## src/rtl/thresholding_axi_rb.sv

```systemverilog
// thresholding_axi_rb: AXI-Lite programmed multi-threshold stream unit; define THRESHOLDING_READBACK_EN for threshold read-back
module thresholding_axi_rb #(
  parameter int N = 2,
  parameter int K = 8,
  parameter int C = 4,
  parameter int PE = 2,
  parameter int SIGNED = 1,
  parameter int BIAS = 0,
  localparam int CF = C / PE,
  localparam int LP = $clog2(PE),
  localparam int LF = $clog2(CF),
  localparam int ADDR_BITS = LF + LP + N + 2,
  localparam int O_BITS = BIAS >= 0 ? $clog2(2**N + BIAS) : 1 + $clog2(-BIAS >= 2**(N-1) ? -BIAS : 2**N + BIAS),
  localparam int IW = (PE * K + 7) / 8 * 8,
  localparam int OW = (PE * O_BITS + 7) / 8 * 8
) (
  input  logic                 clk,
  input  logic                 rst,
  input  logic                 s_axilite_AWVALID,
  output logic                 s_axilite_AWREADY,
  input  logic [ADDR_BITS-1:0] s_axilite_AWADDR,
  input  logic                 s_axilite_WVALID,
  output logic                 s_axilite_WREADY,
  input  logic [31:0]          s_axilite_WDATA,
  input  logic [3:0]           s_axilite_WSTRB,
  output logic                 s_axilite_BVALID,
  input  logic                 s_axilite_BREADY,
  output logic [1:0]           s_axilite_BRESP,
  input  logic                 s_axilite_ARVALID,
  output logic                 s_axilite_ARREADY,
  input  logic [ADDR_BITS-1:0] s_axilite_ARADDR,
  output logic                 s_axilite_RVALID,
  input  logic                 s_axilite_RREADY,
  output logic [31:0]          s_axilite_RDATA,
  output logic [1:0]           s_axilite_RRESP,
  input  logic                 s_axis_tvalid,
  output logic                 s_axis_tready,
  input  logic [IW-1:0]        s_axis_tdata,
  output logic                 m_axis_tvalid,
  input  logic                 m_axis_tready,
  output logic [OW-1:0]        m_axis_tdata
);
  localparam int T = 2**N - 1;
  localparam int PW = LP > 0 ? LP : 1;
  localparam int FW = LF > 0 ? LF : 1;
  localparam int DW = PE * K;
  localparam int RW = PE * O_BITS;

  if (C % PE != 0) begin : g_bad_cfg
    $fatal(1, "thresholding_axi_rb: C must be a multiple of PE");
  end

  function automatic void dec(input logic [ADDR_BITS-1:0] a, output logic ok,
                              output logic [FW-1:0] f, output logic [PW-1:0] p, output logic [N-1:0] i);
    logic [ADDR_BITS-1:0] pa, fa;
    pa = (a >> (2 + N)) & ADDR_BITS'((1 << LP) - 1);
    fa = a >> (2 + N + LP);
    i = a[2+:N];
    p = PW'(pa);
    f = FW'(fa);
    ok = i != N'(T) && pa < ADDR_BITS'(PE) && fa < ADDR_BITS'(CF);
  endfunction

  function automatic logic ge(input logic [K-1:0] a, input logic [K-1:0] b);
    return SIGNED != 0 ? ($signed(a) >= $signed(b)) : (a >= b);
  endfunction

  logic [K-1:0] thr [PE][CF][T];

  logic                 aw_busy, w_busy, w_ok;
  logic [ADDR_BITS-1:0] aw_addr;
  logic [31:0]          w_data;
  logic [FW-1:0]        w_f;
  logic [PW-1:0]        w_p;
  logic [N-1:0]         w_i;

  always_comb dec(aw_addr, w_ok, w_f, w_p, w_i);

  assign s_axilite_AWREADY = !aw_busy;
  assign s_axilite_WREADY  = !w_busy;
  assign s_axilite_BVALID  = aw_busy && w_busy;
  assign s_axilite_BRESP   = w_ok ? 2'b00 : 2'b10;

  always_ff @(posedge clk)
    if (rst) begin
      aw_busy <= 1'b0;
      w_busy  <= 1'b0;
    end else if (s_axilite_BVALID && s_axilite_BREADY) begin
      aw_busy <= 1'b0;
      w_busy  <= 1'b0;
    end else begin
      if (s_axilite_AWVALID && !aw_busy) begin
        aw_busy <= 1'b1;
        aw_addr <= s_axilite_AWADDR;
      end
      if (s_axilite_WVALID && !w_busy) begin
        w_busy <= 1'b1;
        w_data <= s_axilite_WDATA;
      end
    end

  // Storage is deliberately not reset; an out-of-range commit writes nothing.
  always_ff @(posedge clk)
    if (s_axilite_BVALID && s_axilite_BREADY && w_ok) thr[w_p][w_f][w_i] <= w_data[K-1:0];

  logic r_valid;
  assign s_axilite_RVALID  = r_valid;
  assign s_axilite_ARREADY = !r_valid;

  always_ff @(posedge clk)
    if (rst) r_valid <= 1'b0;
    else if (s_axilite_ARVALID && !r_valid) r_valid <= 1'b1;
    else if (r_valid && s_axilite_RREADY) r_valid <= 1'b0;

`ifdef THRESHOLDING_READBACK_EN
  logic          r_ok;
  logic [FW-1:0] r_f;
  logic [PW-1:0] r_p;
  logic [N-1:0]  r_i;
  logic [K-1:0]  r_thr;
  logic [31:0]   r_word, r_data;
  logic [1:0]    r_resp;

  always_comb begin
    dec(s_axilite_ARADDR, r_ok, r_f, r_p, r_i);
    r_thr  = thr[r_p][r_f][r_i];
    r_word = SIGNED != 0 ? 32'($signed(r_thr)) : 32'(r_thr);
  end

  always_ff @(posedge clk)
    if (s_axilite_ARVALID && !r_valid) begin
      r_data <= r_ok ? r_word : '0;
      r_resp <= r_ok ? 2'b00 : 2'b10;
    end

  assign s_axilite_RDATA = r_data;
  assign s_axilite_RRESP = r_resp;
`else
  assign s_axilite_RDATA = '1;
  assign s_axilite_RRESP = 2'b00;
`endif

  logic          en, s1_vld, s2_vld, a_vld, b_vld;
  logic [FW-1:0] fold, s1_fold;
  logic [DW-1:0] s1_dat;
  logic [RW-1:0] res, s2_dat, a_dat, b_dat;
  logic [N-1:0]  cnt;

  assign en            = !a_vld;
  assign s_axis_tready = en;
  assign m_axis_tvalid = b_vld;
  assign m_axis_tdata  = OW'(b_dat);

  // Thresholds are read here, when stage 2 registers, so a same-edge commit is not seen.
  always_comb begin
    res = '0;
    cnt = '0;
    for (int p = 0; p < PE; p++) begin
      cnt = '0;
      for (int j = 0; j < T; j++) cnt = cnt + N'(ge(s1_dat[p*K+:K], thr[p][s1_fold][j]));
      res[p*O_BITS+:O_BITS] = O_BITS'(cnt) + O_BITS'(BIAS);
    end
  end

  // B drives the output; A catches the one result still in flight when B stalls.
  always_ff @(posedge clk)
    if (rst) begin
      fold   <= '0;
      s1_vld <= 1'b0;
      s2_vld <= 1'b0;
      a_vld  <= 1'b0;
      b_vld  <= 1'b0;
    end else if (en) begin
      s1_vld <= s_axis_tvalid;
      s2_vld <= s1_vld;
      s2_dat <= res;
      if (s_axis_tvalid) begin
        s1_dat  <= DW'(s_axis_tdata);
        s1_fold <= fold;
        fold    <= fold == FW'(CF - 1) ? '0 : fold + 1'b1;
      end
      if (!b_vld || m_axis_tready) begin
        b_vld <= s2_vld;
        b_dat <= s2_dat;
      end else if (s2_vld) begin
        a_vld <= 1'b1;
        a_dat <= s2_dat;
      end
    end else if (m_axis_tready) begin
      b_dat <= a_dat;
      a_vld <= 1'b0;
    end

  logic unused;
  assign unused = ^{s_axilite_WSTRB, w_data, aw_addr, s_axilite_ARADDR, s_axis_tdata};
endmodule
```

## config.mk

```make
export PLATFORM = sky130hd
export DESIGN_NAME = thresholding_axi_rb
export DESIGN_NICKNAME = d
export VERILOG_FILES = /design/src/rtl/thresholding_axi_rb.sv
export SDC_FILE = /design/constraint.sdc
export NUM_CORES = 1
export LEC_CHECK = 0
export BUFFER_PORTS_ARGS = -buffer_cell sky130_fd_sc_hd__buf_2
export CORE_MARGIN = 10
export CORE_UTILIZATION = 53
export CTS_CLUSTER_DIAMETER = 150
export DETAILED_ROUTE_END_ITERATION = 8
export GPL_ROUTABILITY_DRIVEN = 0
export PLACE_DENSITY = 0.77
export SLEW_MARGIN = 10
export SYNTH_ARGS = -nofsm -noshare
export SYNTH_HDL_FRONTEND = slang
export SYNTH_SLANG_ARGS = --single-unit
```

## constraint.sdc

```tcl
create_clock -name clk -period 7.5 [get_ports clk]
set_clock_uncertainty 0.1 [all_clocks]
set_input_delay 1.5 -clock clk [delete_from_list [all_inputs] [get_ports clk]]
set_output_delay 1.5 -clock clk [all_outputs]
set_load 0.01 [all_outputs]
```

======== After elaboration in Yosys (flattened, before gate mapping) ========
Memories as Yosys holds them, arrays and structs flattened.
Cells that the tools add are included.
W data, S select, Z words.
storage, ports and cells
  output and inout port bits .............. 51
  register bits ........................... 51
  RAM bits ................................ 96
  memories kept ........................... 1
  input bits .............................. 73
operators by class
  add/sub/neg operators ................... 5
  multiplexer cells ....................... 23
  equal/unequal tests ..................... 2
  bitwise logic cells ..................... 7
  reduce and logical (&&, ||, !) cells .... 28
  $lt $le $gt $ge ......................... 13
memories
  memory  words  bits a word  read ports  clocked after memory_dff  wr ports  RTL line  text
  thr     2      48           2           0                         1         68        logic [K-1:0] thr [PE][CF][T];
operators by type and width
  cell                  count
  $mux W24              7
  $ge A8 B8 Y1          6
  $mux W48              1
  $demux W24 S1         1
  $demux W8 S2          1
  $mux W4               3
  $reduce_and A3 Y1     4
  $logic_and A1 B1 Y1   11
  $mux W1               8
  $mux W8               1
  $reduce_and A2 Y1     3
  $logic_not A1 Y1      5
  $add A1 B1 Y2         2
  $add A2 B1 Y2         2
  $ge A2 B2 Y1 const B  2
  $lt A1 B2 Y1 const B  2
  $ne A2 B2 Y1 const B  2
  $not A1 Y1            4
  $not A1 Y2            2
  $reduce_and A4 Y1     1
  $reduce_bool A2 Y1    2
  $ge A3 B3 Y1 const B  1
  $lt A3 B1 Y1 const B  1
  $not A2 Y3            1
  other kinds (5)       5

======== Logic depth before layout (Yosys ltp) ========
  depth after elaboration ................. 8
  mapped depth ............................ 10

======== Worst setup path before layout ========
OpenSTA, ideal clock, no wires.
  path kind ............................... input to register
  from .................................... in rst
  to ...................................... reg s1_dat[0] (enable)
  setup slack ............................. 4556 ps
  stages on the path ...................... 2
  data arrival time ....................... 2453 ps
  path through ............................ clkbuf_1 > nor2_1
between the ends
  word-level cells in the longest chain between the ends .. 2
RTL lines
  item                         RTL line  text
  start: declaration           18        input logic rst,
  $not A1 Y1 (no line)         -
  $reduce_and A3 Y1 (no line)  -
  end signal: assignment       178       s1_dat <= DW'(s_axis_tdata);
  end: declaration             145       logic [DW-1:0] s1_dat;
No other way between the ends.
A chain may end at the register's enable or synchronous reset.

======== Worst setup path after layout ========
  from .................................... reg s1_fold
  to ...................................... reg s2_dat[2] (data pin)
between the ends
  word-level cells in the longest chain between the ends .. 7
  elaborated cells on any way between the ends .. 9
  those cells by class .................... add/sub: 2; order compare: 3; mux: 3; bitwise: 1
RTL lines
  item                                             RTL line  text
  start: declaration                               144       logic [FW-1:0] fold, s1_fold;
  start signal: assignment                         179       s1_fold <= fold;
  $not A1 Y2 (implied by the code) (*)             160       for (int j = 0; j < T; j++) cnt = cnt + N'(ge(s1_dat[p*K+:K], thr[p][s1_fold][j]));
  $mux W24 (implied by the code) (*) (3 in a row)  160
  $ge A8 B8 Y1                                     65        return SIGNED != 0 ? ($signed(a) >= $signed(b)) : (a >= b);
  $add A1 B1 Y2                                    160
  $add A2 B1 Y2 (*)                                160
  named net cnt[0]                                 147       logic [N-1:0] cnt;
  end signal: assignment                           176       s2_dat <= res;
  end: declaration                                 146       logic [RW-1:0] res, s2_dat, a_dat, b_dat;
Mark *: on every way through the listed nets, which the timed path passes. The rest lies on a longest branch. The select of a mux whose other input is x is not followed.

==> reports/metrics.cfg <==
[run_status]
status = complete, no violations

[global_routing]
grt_pass1_vias = 3424
grt_overflow_total = 0
grt_use_met3_pct = 4.714
met2_usage_pct = 22.84
grt_max_degree = 49
grt-busiest-layer = met2
grt_pass1_wl_mm = 17.10
gr-usage-met1_pct = 15.08
antenna_found_initial = 0
grtUsageTotal_pct = 13.44

[floorplanning]
die_w_um = 130.7
top_level_ports = 124
die_y_um = 130.7
core_area_um2 = 12010
rows = 40
start_util_pct = 54.09
die-area_um2 = 17090

[timing]
hold_viol = 0
period_needed_ns = 3.305
setup_viol = 0
rsz0062_at_grt = false
holdWs_ns = 0.3458
final.setup.tns_ns = 0
timing.fmax_ghz = 0.3025
final_max_slew_viol_count = 0
finalCritPeriodShare_pct = 44.07
worst_pin_slew_ns = 1.129
slew_headroom_pct = 24.15

[logic_synthesis]
synth_compound_area_share_pct = 4.275
synth_top_family_by_area = adder cells
yosys.cell_types.count = 37
yosys.area.top_type_share_pct = 63.32
syn_area_per_cell_um2 = 15.40
yosysWarningCount = 0
seq_area_frac_synth_pct = 65.78
yosysMostFrequentCell = edfxtp_1
netlist_area_um2 = 6497
synth-edff-count = 137
synth_common_cells = edfxtp_1 (137), ha_1 (48), mux2i_1 (43), buf_4 (40), nor2_1 (25)
synth_xor_xnor_area_share_pct = 0.1348
netlist_instances = 422
synthArstFlopShare_pct = 0
synthMuxAreaShare_pct = 8.357
synth_area_leaders = edfxtp_1 (63%), ha_1 (9.2%), mux2i_1 (6.6%), buf_4 (4.6%), dfxtp_1 (2.5%)
synthSimpleGateAreaFrac_pct = 5.527
synth_ff_type = edfxtp_1
synthAdderAreaFrac_pct = 9.859
synth-seq-cells = 145
yosys.area.top_type = edfxtp_1

[cts]
cts_tree = done
htreeDepth = 4
post_cts_buffers = 0
cts-root-buf = clkbuf_16
clockBufferDepth = 2
hold_buffers = 0
clk_latency_ns = 0.42
clk_pin_slew_ns = 0.06
numCtsBuffers = 17
clock-sinks = 145
cts_resized = 0

[power_and_ir_drop]
p_comb_share_pct = 5.0
pwr-share-seq_pct = 48.0
pwr_density_cell_nw_per_um2 = 258.9
pwr-share-clk_pct = 47.0
net-switching-power_mw = 0.3989
ir_drop_v = 0.0002095
p_leak_nw = 2.838
internal-power_mw = 1.512
swShare_pct = 20.88

[worst_setup_path]
cpPeakStageDelay_ns = 0.62
cp_slowest_cell = buf_4
worstPathArrival_ns = 3.37
cp_max_fo = 48
cp-start-kind = flip-flop
endpoint_kind = flip-flop
crit_type = flip-flop to flip-flop
crit_chain = buf_4 -> mux2_1 -> ha_1 -> nand2b_1 -> a21o_1 -> a211oi_1 -> o22ai_1 -> fa_1
cp.required_ns = 7.56

[final_layout]
drive_above_1_share_pct = 19.64
multi_input_area_um2 = 1986
regArea_um2 = 4274
nFillCells = 860
n_antenna_cell = 0
nets = 604
area_delta_synth_final_pct = 13.60

[route]
drt_iter0_drc = 151
drc_errors = 0
via_per_inst = 5.236
dr.pass1.iters = 4
drt-total-wl_mm = 11.02
num_vias = 3356
wl_per_cell_um = 17.20
ant_nets = 0

[worst_hold_path]
hp-class = flip-flop to flip-flop

[place]
port_buffers = 48
dp_hpwl_mm = 7.921

[job]
drv_cap = 0

==> state kept, by name, summed over array words and instances, names as in the netlist, 4 cells and up <==
register,flops
s1_dat,16
a_dat,4
b_dat,4
w_data,8
aw_addr,4
thr,96
s2_dat,4
==> critical path: cells and delay by family (launching register included) <==
kind / cells / cell delay (ns)
compound gates: 3 / 0.69
fa+ha+maj: 2 / 0.73
buf+inv: 1 / 0.62
flops: 1 / 0.32
mux: 1 / 0.40
simple gates: 1 / 0.14
==> logic make-up (layout without fill, tap and decap cells) <==
| logic type | Yosys count | after routing |
|---|---|---|
| buffers and inverters | 58 | 93 |
| and+or+nand+nor | 68 | 68 |
| muxes | 53 | 53 |
| other | 2 | 39 |
| DFF | 145 | 145 |
| xor gates and xnor gates | 1 | 1 |
| AOI/OAI and AO/OA | 45 | 45 |
| adders and majority gates | 50 | 50 |
==> metal layers <==
layer  vias to the layer above  part of all wire, %
li1                       1638                    -
met1                      1592                   41
met2                       109                   49
met3                        17                  7.9
met4                         0                  1.9
met5                         -                    0
==> power by group through the flow <==
stage | clock network [mW] | registers, mW | logic (mW)
6_report | 0.898 | 0.917 | 0.0964
5_1_grt | 0.951 | 0.919 | 0.110
4_1_cts | 0.910 | 0.917 | 0.0962
3_5_place_dp | 0 | 0.934 | 0.0954
3_3_place_gp | 0 | 0.933 | 0.0910
2_1_floorplan | 0 | 0.929 | 0.0813
==> layout make-up <==
cell class	count	area share (%)
Clock inverter	14	2.729
Tap cell	147	2.492
Clock buffer	18	5.950
Multi-Input combinational cell	256	26.90
Timing Repair Buffer	50	3.458
Inverter	11	0.5594
Sequential cell	145	57.91
==> worst paths after layout <==
kind	from	endpoint	slack, ns	depth (start not counted)
worst min-delay path	s2_dat[3]$_DFFE_PP_	a_dat[3]$_DFFE_PP_	0.35	0
worst max register to register	s1_fold$_DFFE_PP_	s2_dat[2]$_DFFE_PP_	4.19	8
worst max-delay path	s1_fold$_DFFE_PP_	s2_dat[2]$_DFFE_PP_	4.19	8
worst min register to register	s2_dat[3]$_DFFE_PP_	a_dat[3]$_DFFE_PP_	0.35	0
==> metrics by stage <==
| step | total power, mW | worst slack (ns) | area (um^2) | std cells | util (%) |
|---|---|---|---|---|---|
| floorplan | 1.010 | 4.556 | 6636 | 459 | - |
| global placement | 1.024 | 4.201 | 6730 | 609 | 56.03 |
| detailed placement | 1.029 | 4.057 | 6730 | 609 | 56.03 |
| finish | 1.911 | 4.195 | 7381 | 641 | 61.45 |
| global route | 1.979 | 4.030 | 7381 | 641 | 61.45 |
| CTS | 1.923 | 4.231 | 7371 | 641 | 61.36 |
==> layout by cell type, fill, tap and decap left out, types with 7 or more instances in the layout <==
cell type / count
dfxtp_1: 8
inv_1: 11
nand2_1: 11
mux2_2: 7
buf_2: 48
nor2b_1: 7
clkbuf_16: 17
conb_1: 39
nor2_1: 25
edfxtp_1: 137
mux2i_1: 43
a211oi_1: 8
o21ai_0: 13
ha_1: 48
a21oi_1: 12
(Power assumes the default switching activity.)
